## src/rtl/rom_port_arbiter_if.sv

```systemverilog
`default_nettype none
// ============================================================================
// Module      : rom_port_arbiter_if
// Description : Bundle of the fetch and load request/response channels plus
//               the ROM address/data pair served by rom_port_arbiter.
//               master : requester/ROM side (drives requests, resp_ready,
//                        rom_data)
//               slave  : arbiter side (drives req_ready, responses,
//                        rom_address)
// Revision    : 1.0 - initial release
// ============================================================================
interface rom_port_arbiter_if;
  // Fetch requester
  logic        if_req_valid;
  logic        if_req_ready;
  logic [31:0] if_addr;
  logic        if_resp_valid;
  logic        if_resp_ready;
  logic [31:0] if_resp_data;
  logic        if_resp_err;
  // Load requester
  logic        ld_req_valid;
  logic        ld_req_ready;
  logic [31:0] ld_addr;
  logic        ld_resp_valid;
  logic        ld_resp_ready;
  logic [31:0] ld_resp_data;
  logic        ld_resp_err;
  // ROM port
  logic [31:0] rom_address;
  logic [31:0] rom_data;

  modport master (
    output if_req_valid, if_addr, if_resp_ready,
    output ld_req_valid, ld_addr, ld_resp_ready,
    output rom_data,
    input  if_req_ready, if_resp_valid, if_resp_data, if_resp_err,
    input  ld_req_ready, ld_resp_valid, ld_resp_data, ld_resp_err,
    input  rom_address
  );

  modport slave (
    input  if_req_valid, if_addr, if_resp_ready,
    input  ld_req_valid, ld_addr, ld_resp_ready,
    input  rom_data,
    output if_req_ready, if_resp_valid, if_resp_data, if_resp_err,
    output ld_req_ready, ld_resp_valid, ld_resp_data, ld_resp_err,
    output rom_address
  );
endinterface
`default_nettype wire

```

## src/rtl/rom_port_arbiter.sv

```systemverilog
`default_nettype none
// ============================================================================
// Module      : rom_port_arbiter
// Description : Shares a single-port synchronous-read ROM between instruction
//               fetch (if_*) and data load (ld_*). One read issued per cycle,
//               load has priority, fetch is protected by a streak limit.
//               Addresses >= ROM_BYTES return data 0 with err set.
// Ports       : clk   - system clock, rising edge
//               rst_n - asynchronous active-low reset
//               bus   - rom_port_arbiter_if.slave: fetch/load request and
//                       response channels, rom_address out, rom_data in
// Revision    : 1.0 - initial release
// ============================================================================
module rom_port_arbiter #(
  parameter int unsigned ROM_BYTES     = 1024,
  parameter int unsigned MAX_LD_STREAK = 3
) (
  input wire clk,
  input wire rst_n,
  rom_port_arbiter_if.slave bus
);

  localparam logic [3:0]  c_STREAK_MAX = 4'(MAX_LD_STREAK);
  localparam logic [31:0] c_ROM_LIMIT  = 32'(ROM_BYTES);
  localparam logic        c_ID_IF      = 1'b0;
  localparam logic        c_ID_LD      = 1'b1;

  // Read issued last cycle: owner and range flag travel alongside it
  logic        r_infl_valid;
  logic        r_infl_id;
  logic        r_infl_oor;
  logic [3:0]  r_streak;

  logic        r_if_resp_valid;
  logic [31:0] r_if_resp_data;
  logic        r_if_resp_err;
  logic        r_ld_resp_valid;
  logic [31:0] r_ld_resp_data;
  logic        r_ld_resp_err;

  logic        w_elig_if;
  logic        w_elig_ld;
  logic        w_cand_if;
  logic        w_cand_ld;
  logic        w_grant_if;
  logic        w_grant_ld;
  logic [31:0] w_addr;
  logic        w_land_if;
  logic        w_land_ld;
  logic [31:0] w_land_data;

  // A requester may issue only if its previous read is not still in the ROM
  // and its response slot is free or being emptied this cycle (the
  // resp_ready -> req_ready combinational path is deliberate).
  always_comb begin
    w_elig_if  = !(r_infl_valid && (r_infl_id == c_ID_IF)) &&
                 (!r_if_resp_valid || bus.if_resp_ready);
    w_elig_ld  = !(r_infl_valid && (r_infl_id == c_ID_LD)) &&
                 (!r_ld_resp_valid || bus.ld_resp_ready);
    w_cand_if  = bus.if_req_valid && w_elig_if;
    w_cand_ld  = bus.ld_req_valid && w_elig_ld;
    w_grant_ld = w_cand_ld && (!w_cand_if || (r_streak != c_STREAK_MAX));
    w_grant_if = w_cand_if && !w_grant_ld;
    // Without a grant the fetch address is presented anyway; that read is
    // never marked in flight so its data is dropped.
    w_addr     = w_grant_ld ? bus.ld_addr : bus.if_addr;
    w_land_if  = r_infl_valid && (r_infl_id == c_ID_IF);
    w_land_ld  = r_infl_valid && (r_infl_id == c_ID_LD);
    w_land_data = r_infl_oor ? 32'h0 : bus.rom_data;
  end

  always_ff @(posedge clk or negedge rst_n) begin
    if (!rst_n) begin
      r_infl_valid <= 1'b0;
      r_infl_id    <= c_ID_IF;
      r_infl_oor   <= 1'b0;
      r_streak     <= 4'd0;
    end else begin
      r_infl_valid <= w_grant_if || w_grant_ld;
      r_infl_id    <= w_grant_ld ? c_ID_LD : c_ID_IF;
      r_infl_oor   <= (w_addr >= c_ROM_LIMIT);
      // Count load wins only while fetch was ready to go and lost
      if (!w_cand_if || w_grant_if) begin
        r_streak <= 4'd0;
      end else if (w_grant_ld && (r_streak < c_STREAK_MAX)) begin
        r_streak <= r_streak + 4'd1;
      end
    end
  end

  // Response slots: new data landing takes precedence over a consume at the
  // same edge, otherwise a completed handshake empties the slot.
  always_ff @(posedge clk or negedge rst_n) begin
    if (!rst_n) begin
      r_if_resp_valid <= 1'b0;
      r_if_resp_data  <= 32'h0;
      r_if_resp_err   <= 1'b0;
      r_ld_resp_valid <= 1'b0;
      r_ld_resp_data  <= 32'h0;
      r_ld_resp_err   <= 1'b0;
    end else begin
      if (w_land_if) begin
        r_if_resp_valid <= 1'b1;
        r_if_resp_data  <= w_land_data;
        r_if_resp_err   <= r_infl_oor;
      end else if (r_if_resp_valid && bus.if_resp_ready) begin
        r_if_resp_valid <= 1'b0;
        r_if_resp_data  <= 32'h0;
        r_if_resp_err   <= 1'b0;
      end
      if (w_land_ld) begin
        r_ld_resp_valid <= 1'b1;
        r_ld_resp_data  <= w_land_data;
        r_ld_resp_err   <= r_infl_oor;
      end else if (r_ld_resp_valid && bus.ld_resp_ready) begin
        r_ld_resp_valid <= 1'b0;
        r_ld_resp_data  <= 32'h0;
        r_ld_resp_err   <= 1'b0;
      end
    end
  end

  assign bus.if_req_ready  = w_grant_if;
  assign bus.ld_req_ready  = w_grant_ld;
  assign bus.rom_address   = w_addr;
  assign bus.if_resp_valid = r_if_resp_valid;
  assign bus.if_resp_data  = r_if_resp_data;
  assign bus.if_resp_err   = r_if_resp_err;
  assign bus.ld_resp_valid = r_ld_resp_valid;
  assign bus.ld_resp_data  = r_ld_resp_data;
  assign bus.ld_resp_err   = r_ld_resp_err;

endmodule
`default_nettype wire

```

## src/flat_wrapper.sv

```systemverilog
// flat-port wrapper written by rule: the top's interface ports become plain ports
module rom_port_arbiter_flat 
#(
  parameter int unsigned ROM_BYTES     = 1024,
  parameter int unsigned MAX_LD_STREAK = 3
)
  (clk, rst_n, bus_if_req_valid, bus_if_addr, bus_if_resp_ready, bus_ld_req_valid, bus_ld_addr, bus_ld_resp_ready, bus_rom_data, bus_if_req_ready, bus_if_resp_valid, bus_if_resp_data, bus_if_resp_err, bus_ld_req_ready, bus_ld_resp_valid, bus_ld_resp_data, bus_ld_resp_err, bus_rom_address);
  rom_port_arbiter_if bus_i ();
  input wire clk;
  input wire rst_n;
  input wire logic [$bits(bus_i.if_req_valid)-1:0] bus_if_req_valid;
  input wire logic [$bits(bus_i.if_addr)-1:0] bus_if_addr;
  input wire logic [$bits(bus_i.if_resp_ready)-1:0] bus_if_resp_ready;
  input wire logic [$bits(bus_i.ld_req_valid)-1:0] bus_ld_req_valid;
  input wire logic [$bits(bus_i.ld_addr)-1:0] bus_ld_addr;
  input wire logic [$bits(bus_i.ld_resp_ready)-1:0] bus_ld_resp_ready;
  input wire logic [$bits(bus_i.rom_data)-1:0] bus_rom_data;
  output wire logic [$bits(bus_i.if_req_ready)-1:0] bus_if_req_ready;
  output wire logic [$bits(bus_i.if_resp_valid)-1:0] bus_if_resp_valid;
  output wire logic [$bits(bus_i.if_resp_data)-1:0] bus_if_resp_data;
  output wire logic [$bits(bus_i.if_resp_err)-1:0] bus_if_resp_err;
  output wire logic [$bits(bus_i.ld_req_ready)-1:0] bus_ld_req_ready;
  output wire logic [$bits(bus_i.ld_resp_valid)-1:0] bus_ld_resp_valid;
  output wire logic [$bits(bus_i.ld_resp_data)-1:0] bus_ld_resp_data;
  output wire logic [$bits(bus_i.ld_resp_err)-1:0] bus_ld_resp_err;
  output wire logic [$bits(bus_i.rom_address)-1:0] bus_rom_address;
  assign bus_i.if_req_valid = bus_if_req_valid;
  assign bus_i.if_addr = bus_if_addr;
  assign bus_i.if_resp_ready = bus_if_resp_ready;
  assign bus_i.ld_req_valid = bus_ld_req_valid;
  assign bus_i.ld_addr = bus_ld_addr;
  assign bus_i.ld_resp_ready = bus_ld_resp_ready;
  assign bus_i.rom_data = bus_rom_data;
  assign bus_if_req_ready = bus_i.if_req_ready;
  assign bus_if_resp_valid = bus_i.if_resp_valid;
  assign bus_if_resp_data = bus_i.if_resp_data;
  assign bus_if_resp_err = bus_i.if_resp_err;
  assign bus_ld_req_ready = bus_i.ld_req_ready;
  assign bus_ld_resp_valid = bus_i.ld_resp_valid;
  assign bus_ld_resp_data = bus_i.ld_resp_data;
  assign bus_ld_resp_err = bus_i.ld_resp_err;
  assign bus_rom_address = bus_i.rom_address;
  rom_port_arbiter #(.ROM_BYTES(ROM_BYTES), .MAX_LD_STREAK(MAX_LD_STREAK)) u_core (.clk(clk), .rst_n(rst_n), .bus(bus_i));
endmodule
```

## config.mk

```make
export PLATFORM = sky130hd
export DESIGN_NAME = rom_port_arbiter_flat
export DESIGN_NICKNAME = d
export VERILOG_FILES = /design/src/rtl/rom_port_arbiter_if.sv /design/src/rtl/rom_port_arbiter.sv /design/src/flat_wrapper.sv
export SDC_FILE = /design/constraint.sdc
export NUM_CORES = 1
export LEC_CHECK = 0
export ABC_AREA = 1
export ABC_CLOCK_PERIOD_IN_PS = 1800
export CORE_ASPECT_RATIO = 1.75
export CORE_MARGIN = 2
export CORE_UTILIZATION = 39
export DETAILED_ROUTE_END_ITERATION = 16
export GPL_ROUTABILITY_DRIVEN = 0
export GPL_TIMING_DRIVEN = 0
export PLACE_DENSITY = 0.84
export SLEW_MARGIN = 20
export SYNTH_ARGS = -nofsm -noshare
export SYNTH_HDL_FRONTEND = slang
export SYNTH_SLANG_ARGS = --single-unit
```

## constraint.sdc

```tcl
create_clock -name clk -period 1.8 [get_ports clk]
set_input_delay 0.36 -clock clk [delete_from_list [all_inputs] [get_ports clk]]
set_output_delay 0.36 -clock clk [all_outputs]
set_load 0.01 [all_outputs]
```

Yosys cells after proc, flatten, opt, wreduce, memory -nomap -nowiden --
Cells that the tools add are included. Widths: inputs -> output; s select.
Storage, ports and cells: flip-flop bits (word level) 75, latch bits 0, RAM bits 0, memory bits (read-only) 0, input port bits 102, logic and storage cells 55, memories kept 0
Operators by class: add/sub/neg operators 1, $mul 0, divide/modulo/power cells 0, order comparisons 2, equality and inequality tests 1, shift operators 0, mux-type cells 15, bitwise operators 1, reductions and logical operators 25
Operator list (number):
- $mux 32 | 6
- $ge 32x11->1 const B | 1
- $logic_and 1x1->1 | 11
- $mux 4 | 2
- $mux 1 | 7
- $logic_not 1->1 | 6
- $reduce_bool 2->1 | 3
- $logic_or 1x1->1 | 5
- $add 4x1->4 const B | 1
- $lt 4x2->1 const B | 1
- $ne 4x2->1 const B | 1
- $not 1->1 | 1

Logic depth before layout (Yosys ltp) --
word-level depth 12, mapped depth 13

Worst setup path after synthesis --
OpenSTA, ideal clock, no wires.
path type flip-flop to output port, from reg u_core.r_if_resp_valid (netlist: u_core.bus.if_resp_valid), to out bus_if_req_ready, arrival time 1389 ps, slack 51 ps, stages on the path, launching flop included 8, buffers on the path 2, path through dfrtp_1 -> nand2_1 -> nand3_2 -> o21ai_4 -> inv_2 -> buf_6 -> buf_2 -> nor2_1
On the way: word-level cells in the longest chain between the ends 9
Ends and longest elaborated chain:
- from (decl) | RTL line rom_port_arbiter.sv:34 | logic r_if_resp_valid;
- from (signal assigned) | RTL line rom_port_arbiter.sv:95 | r_if_resp_valid <= 1'b0;
- from (signal assigned) | RTL line rom_port_arbiter.sv:103 | r_if_resp_valid <= 1'b1;
- from (signal assigned) | RTL line rom_port_arbiter.sv:107 | r_if_resp_valid <= 1'b0;
- $logic_not 1->1 | RTL line rom_port_arbiter.sv:57 | (!r_if_resp_valid || bus.if_resp_ready);
- $logic_or 1x1->1 | RTL line rom_port_arbiter.sv:57
- $logic_and 1x1->1 | RTL line rom_port_arbiter.sv:56 | w_elig_if = !(r_infl_valid && (r_infl_id == c_ID_IF)) &&
- $logic_and 1x1->1 | RTL line rom_port_arbiter.sv:60 | w_cand_if = bus.if_req_valid && w_elig_if;
- $logic_not 1->1 | RTL line rom_port_arbiter.sv:62 | w_grant_ld = w_cand_ld && (!w_cand_if || (r_streak != c_STREAK_MAX));
- $logic_or 1x1->1 | RTL line rom_port_arbiter.sv:62
- $logic_and 1x1->1 | RTL line rom_port_arbiter.sv:62
- net bus_ld_req_ready | RTL line flat_wrapper.sv:22 | output wire logic [$bits(bus_i.ld_req_ready)-1:0] bus_ld_req_ready;
- $logic_not 1->1 | RTL line rom_port_arbiter.sv:63 | w_grant_if = w_cand_if && !w_grant_ld;
- $logic_and 1x1->1 | RTL line rom_port_arbiter.sv:63
- to (decl) | RTL line flat_wrapper.sv:18 | output wire logic [$bits(bus_i.if_req_ready)-1:0] bus_if_req_ready;
The timed path passes the listed nets, and every way through them passes these cells.

Worst setup path in the final report --
from reg u_core.r_streak[1], to out bus_rom_address[29]
On the way: word-level cells in the longest chain between the ends 4
Ends and longest elaborated chain:
- from (decl) | RTL line rom_port_arbiter.sv:32 | logic [3:0] r_streak;
- from (signal assigned) | RTL line rom_port_arbiter.sv:86 | r_streak <= r_streak + 4'd1;
- $ne 4x2->1 | RTL line rom_port_arbiter.sv:62
- $logic_or 1x1->1 | RTL line rom_port_arbiter.sv:62
- $logic_and 1x1->1 | RTL line rom_port_arbiter.sv:62
- $mux 32 | RTL line rom_port_arbiter.sv:66 | w_addr = w_grant_ld ? bus.ld_addr : bus.if_addr;
- to (decl) | RTL line flat_wrapper.sv:26 | output wire logic [$bits(bus_i.rom_address)-1:0] bus_rom_address;
No other way between the ends.

==> reports/qor.log <==
INFO  route          route.vias.total=4432
INFO  logic_synthesis yosys_register_bits=75
INFO  worst_setup_path timing.reg2reg.worst_path_depth=13
INFO  cells_and_area drive_above_1_share=30.4%
INFO  timing         hold_violations=0
INFO  clock_tree     cts_buffers=9
INFO  pwr            power.ir.vdd_worst=0.000545V
INFO  timing         post-route-period-util=123%
INFO  run_status     run_status=finished with violations
INFO  cells_and_area seqCellArea=1880um2
INFO  floorplan      ios=204
INFO  worst_setup_path timing.setup.critical_path_class=reg2out
INFO  logic_synthesis post_synth_inst_count=442
INFO  global_route   grt_pass1_wl=22000um
INFO  logic_synthesis number_of_flops_mapped_to_enable_cells_by_yosys=0
INFO  worst_setup_path worst_path_max_fanout=5
INFO  route          drt-initial-drc-count=241
INFO  clock_tree     clock_tree_from_tritoncts=yes
INFO  worst_setup_path timing.critical_path.required=1.44ns
INFO  logic_synthesis syn_area=3600um2
INFO  worst_setup_path reg_to_reg_slack_setup=-0.26ns
INFO  cells_and_area nFillCells=604
INFO  timing         grt_setup_unrepaired=yes
INFO  timing         setup-violations-final=35
INFO  floorplan      dieHeight=131um
INFO  timing         timing.fmax=0.453GHz
INFO  cells_and_area multiInputGateArea=1770um2
INFO  worst_hold_path holdCritPathClass=in2async
INFO  logic_synthesis async_flop_share=100%
INFO  clock_tree     htree_levels=3
INFO  route          via_per_inst=5.30
INFO  logic_synthesis mappedNetlistNets=545
INFO  global_route   largest_net_degree_at_the_start_of_global_routing=58
INFO  logic_synthesis yosys_warnings=0
INFO  run_status     violations=setup timing
INFO  worst_setup_path timing.rr.start=u_core.r_streak[1]
INFO  logic_synthesis synthTopCellsByArea=dfrtp_1 52%, nand2_1 13%, nand3_1 10%
INFO  global_route   grt_use_total=28.8%
INFO  clock_tree     clock_sink_count=75
INFO  floorplan      floorplan.core_area=9040um2
INFO  placement      port_buffers=203
INFO  floorplan      start_util=39.8%
INFO  logic_synthesis synth_top_area_cell=dfrtp_1
INFO  route          detailedRoute.firstPassIterationCount=4
INFO  pwr            design_power_total=5700uW
INFO  clock_tree     path_clk_slew=0.06ns
INFO  cells_and_area area_overhead_of_the_layout_relative_to_synthesis=94.7%
INFO  clock_tree     cts_buffer_depth=2
INFO  global_route   overflow=0
INFO  route          wl_per_cell=18.8um
INFO  floorplan      die_area=10000um2
INFO  worst_setup_path critPathCaptureType=output port
INFO  route          post-route-drc-count=0
INFO  worst_setup_path worst-endpoint-arrival=1.85ns
INFO  placement      dp_hpwl=10300um
INFO  run            max-cap-violations=0
INFO  floorplan      die_x=76.6um
INFO  placement      placed_cells=766
INFO  floorplan      rows=46
INFO  logic_synthesis seq_total_area_yosys=52.2%
INFO  timing         number_of_pins_exceeding_their_max_slew_limit_in_the_final_report=0
INFO  cells_and_area antenna_cells_inserted=0
INFO  worst_setup_path reg_to_reg_end=u_core.r_infl_oor
INFO  cells_and_area final_util=77.5%
INFO  logic_synthesis synth.most_common_cell=nand2_1
INFO  route          finalWirelength=15700um
INFO  timing         worst-slew-pin-transition=0.570ns
INFO  logic_synthesis synth.cells.most_frequent=123 x nand2_1, 75 x dfrtp_1, 75 x nand3_1
INFO  timing         postLayoutSetupSlackWorst=-0.407ns
INFO  timing         worst_slew_margin_rel=62.0%
INFO  timing         fin_worst_skew=0.00270ns
INFO  logic_synthesis dominantRegCellSynth=dfrtp_1
INFO  clock_tree     insertion_delay=0.34ns
INFO  timing         layout_min_cycle_time=2.21ns
INFO  pwr            cellLeakagePower=0.00320uW
INFO  worst_setup_path timing.critical_path.from_type=flop
INFO  pwr            power.density_cell_area=815nW/um2
INFO  cells_and_area final_net_count=814
INFO  clock_tree     cts_root_buffer=clkbuf_16
INFO  logic_synthesis post_synth.cell_area_avg=8.14um2
INFO  logic_synthesis synth.top_cell.area_share=52.2%
INFO  global_route   first_global_vias=4584
INFO  global_route   grt_antenna_before_repair=0
INFO  logic_synthesis yosysUniqueCellTypes=24
INFO  route          postRouteAntennaNets=0
INFO  cells_and_area layoutNonFillerInstCount=836
==> report_power, final <==
group          switching, uW  internal (uW)
Sequential              33.3           1730
Clock                    671           1200
Combinational           1060           1010
==> per-stage QoR <==
step / worst slack [ns] / instance area (um2) / hold WS [ns] / TNS [ns]
floorplan: 0.0507 / 3600 / 0.0644 / 0
global placement: -2.05 / 5780 / 0.493 / -187.38
detailed placement: -1.14 / 5800 / 0.256 / -36.19
CTS: -0.397 / 6580 / 0.446 / -11.05
global route: -0.477 / 7000 / 0.467 / -14.16
finish: -0.407 / 7000 / 0.443 / -12.07
==> layout make-up <==
class / count / share of cell area, %
buffer: 28 / 2.54
clock buffer: 10 / 3.27
clock inverter: 6 / 1.14
inverter: 30 / 1.68
multi-input combinational: 307 / 25.3
sequential: 75 / 26.8
tap: 120 / 2.14
timing repair buffer: 260 / 37.1
==> how the worst max path moves through the flow <==
stage                              from                     endpoint  slack [ns]  cells after the start
2_1_floorplan  u_core.bus.if_resp_valid             bus_if_req_ready        0.05                      7
3_3_place_gp                      rst_n  u_core.bus.if_resp_data[14]       -2.05                      1
3_5_place_dp          bus_if_resp_ready             bus_if_req_ready       -1.14                     10
4_1_cts              u_core.r_streak[2]           bus_rom_address[9]       -0.40                      9
5_1_grt              u_core.r_streak[0]          bus_rom_address[12]       -0.48                      9
6_report             u_core.r_streak[1]          bus_rom_address[29]       -0.41                      9
==> cell usage in the layout (no fill, tap or decap), types with 3 or more instances in the layout <==
| master | count |
|---|---|
| buf_1 | 5 |
| buf_12 | 3 |
| buf_16 | 3 |
| buf_2 | 6 |
| buf_4 | 38 |
| buf_6 | 47 |
| clkbuf_1 | 11 |
| clkbuf_16 | 9 |
| clkbuf_2 | 6 |
| clkdlybuf4s50_1 | 166 |
| clkinv_2 | 4 |
| dfrtp_1 | 75 |
| inv_1 | 18 |
| inv_2 | 9 |
| nand2_1 | 66 |
| nand2_2 | 42 |
| nand2_4 | 26 |
| nand3_1 | 73 |
| nand3_2 | 5 |
| nand3b_1 | 5 |
| nor2_1 | 6 |
| nor2_2 | 8 |
| o21ai_0 | 67 |
==> cell families (layout without fill, tap and decap cells) <==
group / after synthesis / count (layout) / synth area share [%]
AO/OA/AOI/OAI: 71 / 71 / 10.5
adder cells (fa/ha/maj): 1 / 1 / 0.348
flip-flops: 75 / 75 / 52.2
AND/OR/NAND/NOR: 235 / 235 / 29.9
buffers and inverters: 60 / 334 / 7.06
==> worst max-delay path: stages (launching register included) <==
cell	delay (ns)
dfrtp_1	0.36
ha_2	0.22
nand2_4	0.07
o21ai_4	0.23
buf_6	0.16
buf_6	0.13
buf_6	0.11
nand2_4	0.05
nand2_4	0.06
buf_6	0.11
==> flip-flops by register name (all words and copies together), names as in the netlist <==
| name | cells |
|---|---|
| u_core.bus.if_resp_data | 32 |
| u_core.bus.if_resp_err | 1 |
| u_core.bus.if_resp_valid | 1 |
| u_core.bus.ld_resp_data | 32 |
| u_core.bus.ld_resp_err | 1 |
| u_core.bus.ld_resp_valid | 1 |
| u_core.r_infl_id | 1 |
| u_core.r_infl_oor | 1 |
| u_core.r_infl_valid | 1 |
| u_core.r_streak | 4 |
==> metal layers <==
layer | global-route usage [%] | up-vias | wire [um]
met5 | 0 | - | 0
met4 | 17.9 | 0 | 683
met3 | 5.56 | 45 | 1020
met2 | 56.7 | 260 | 8770
met1 | 27.0 | 2147 | 5230
li1 | - | 1980 | -
==> what timing repair did <==
| item | in CTS | in global routing |
|---|---|---|
| endpoints found under the setup margin | 35 | 78 |
| hold buffers | 1 | 0 |
| hold endpoints to repair | 18 | 0 |
| pin swaps | 26 | 24 |
| cloned | 5 | 0 |
| resized for setup | 218 | 93 |
| setup buffers | 45 | 13 |
(Power assumes the default switching activity.)
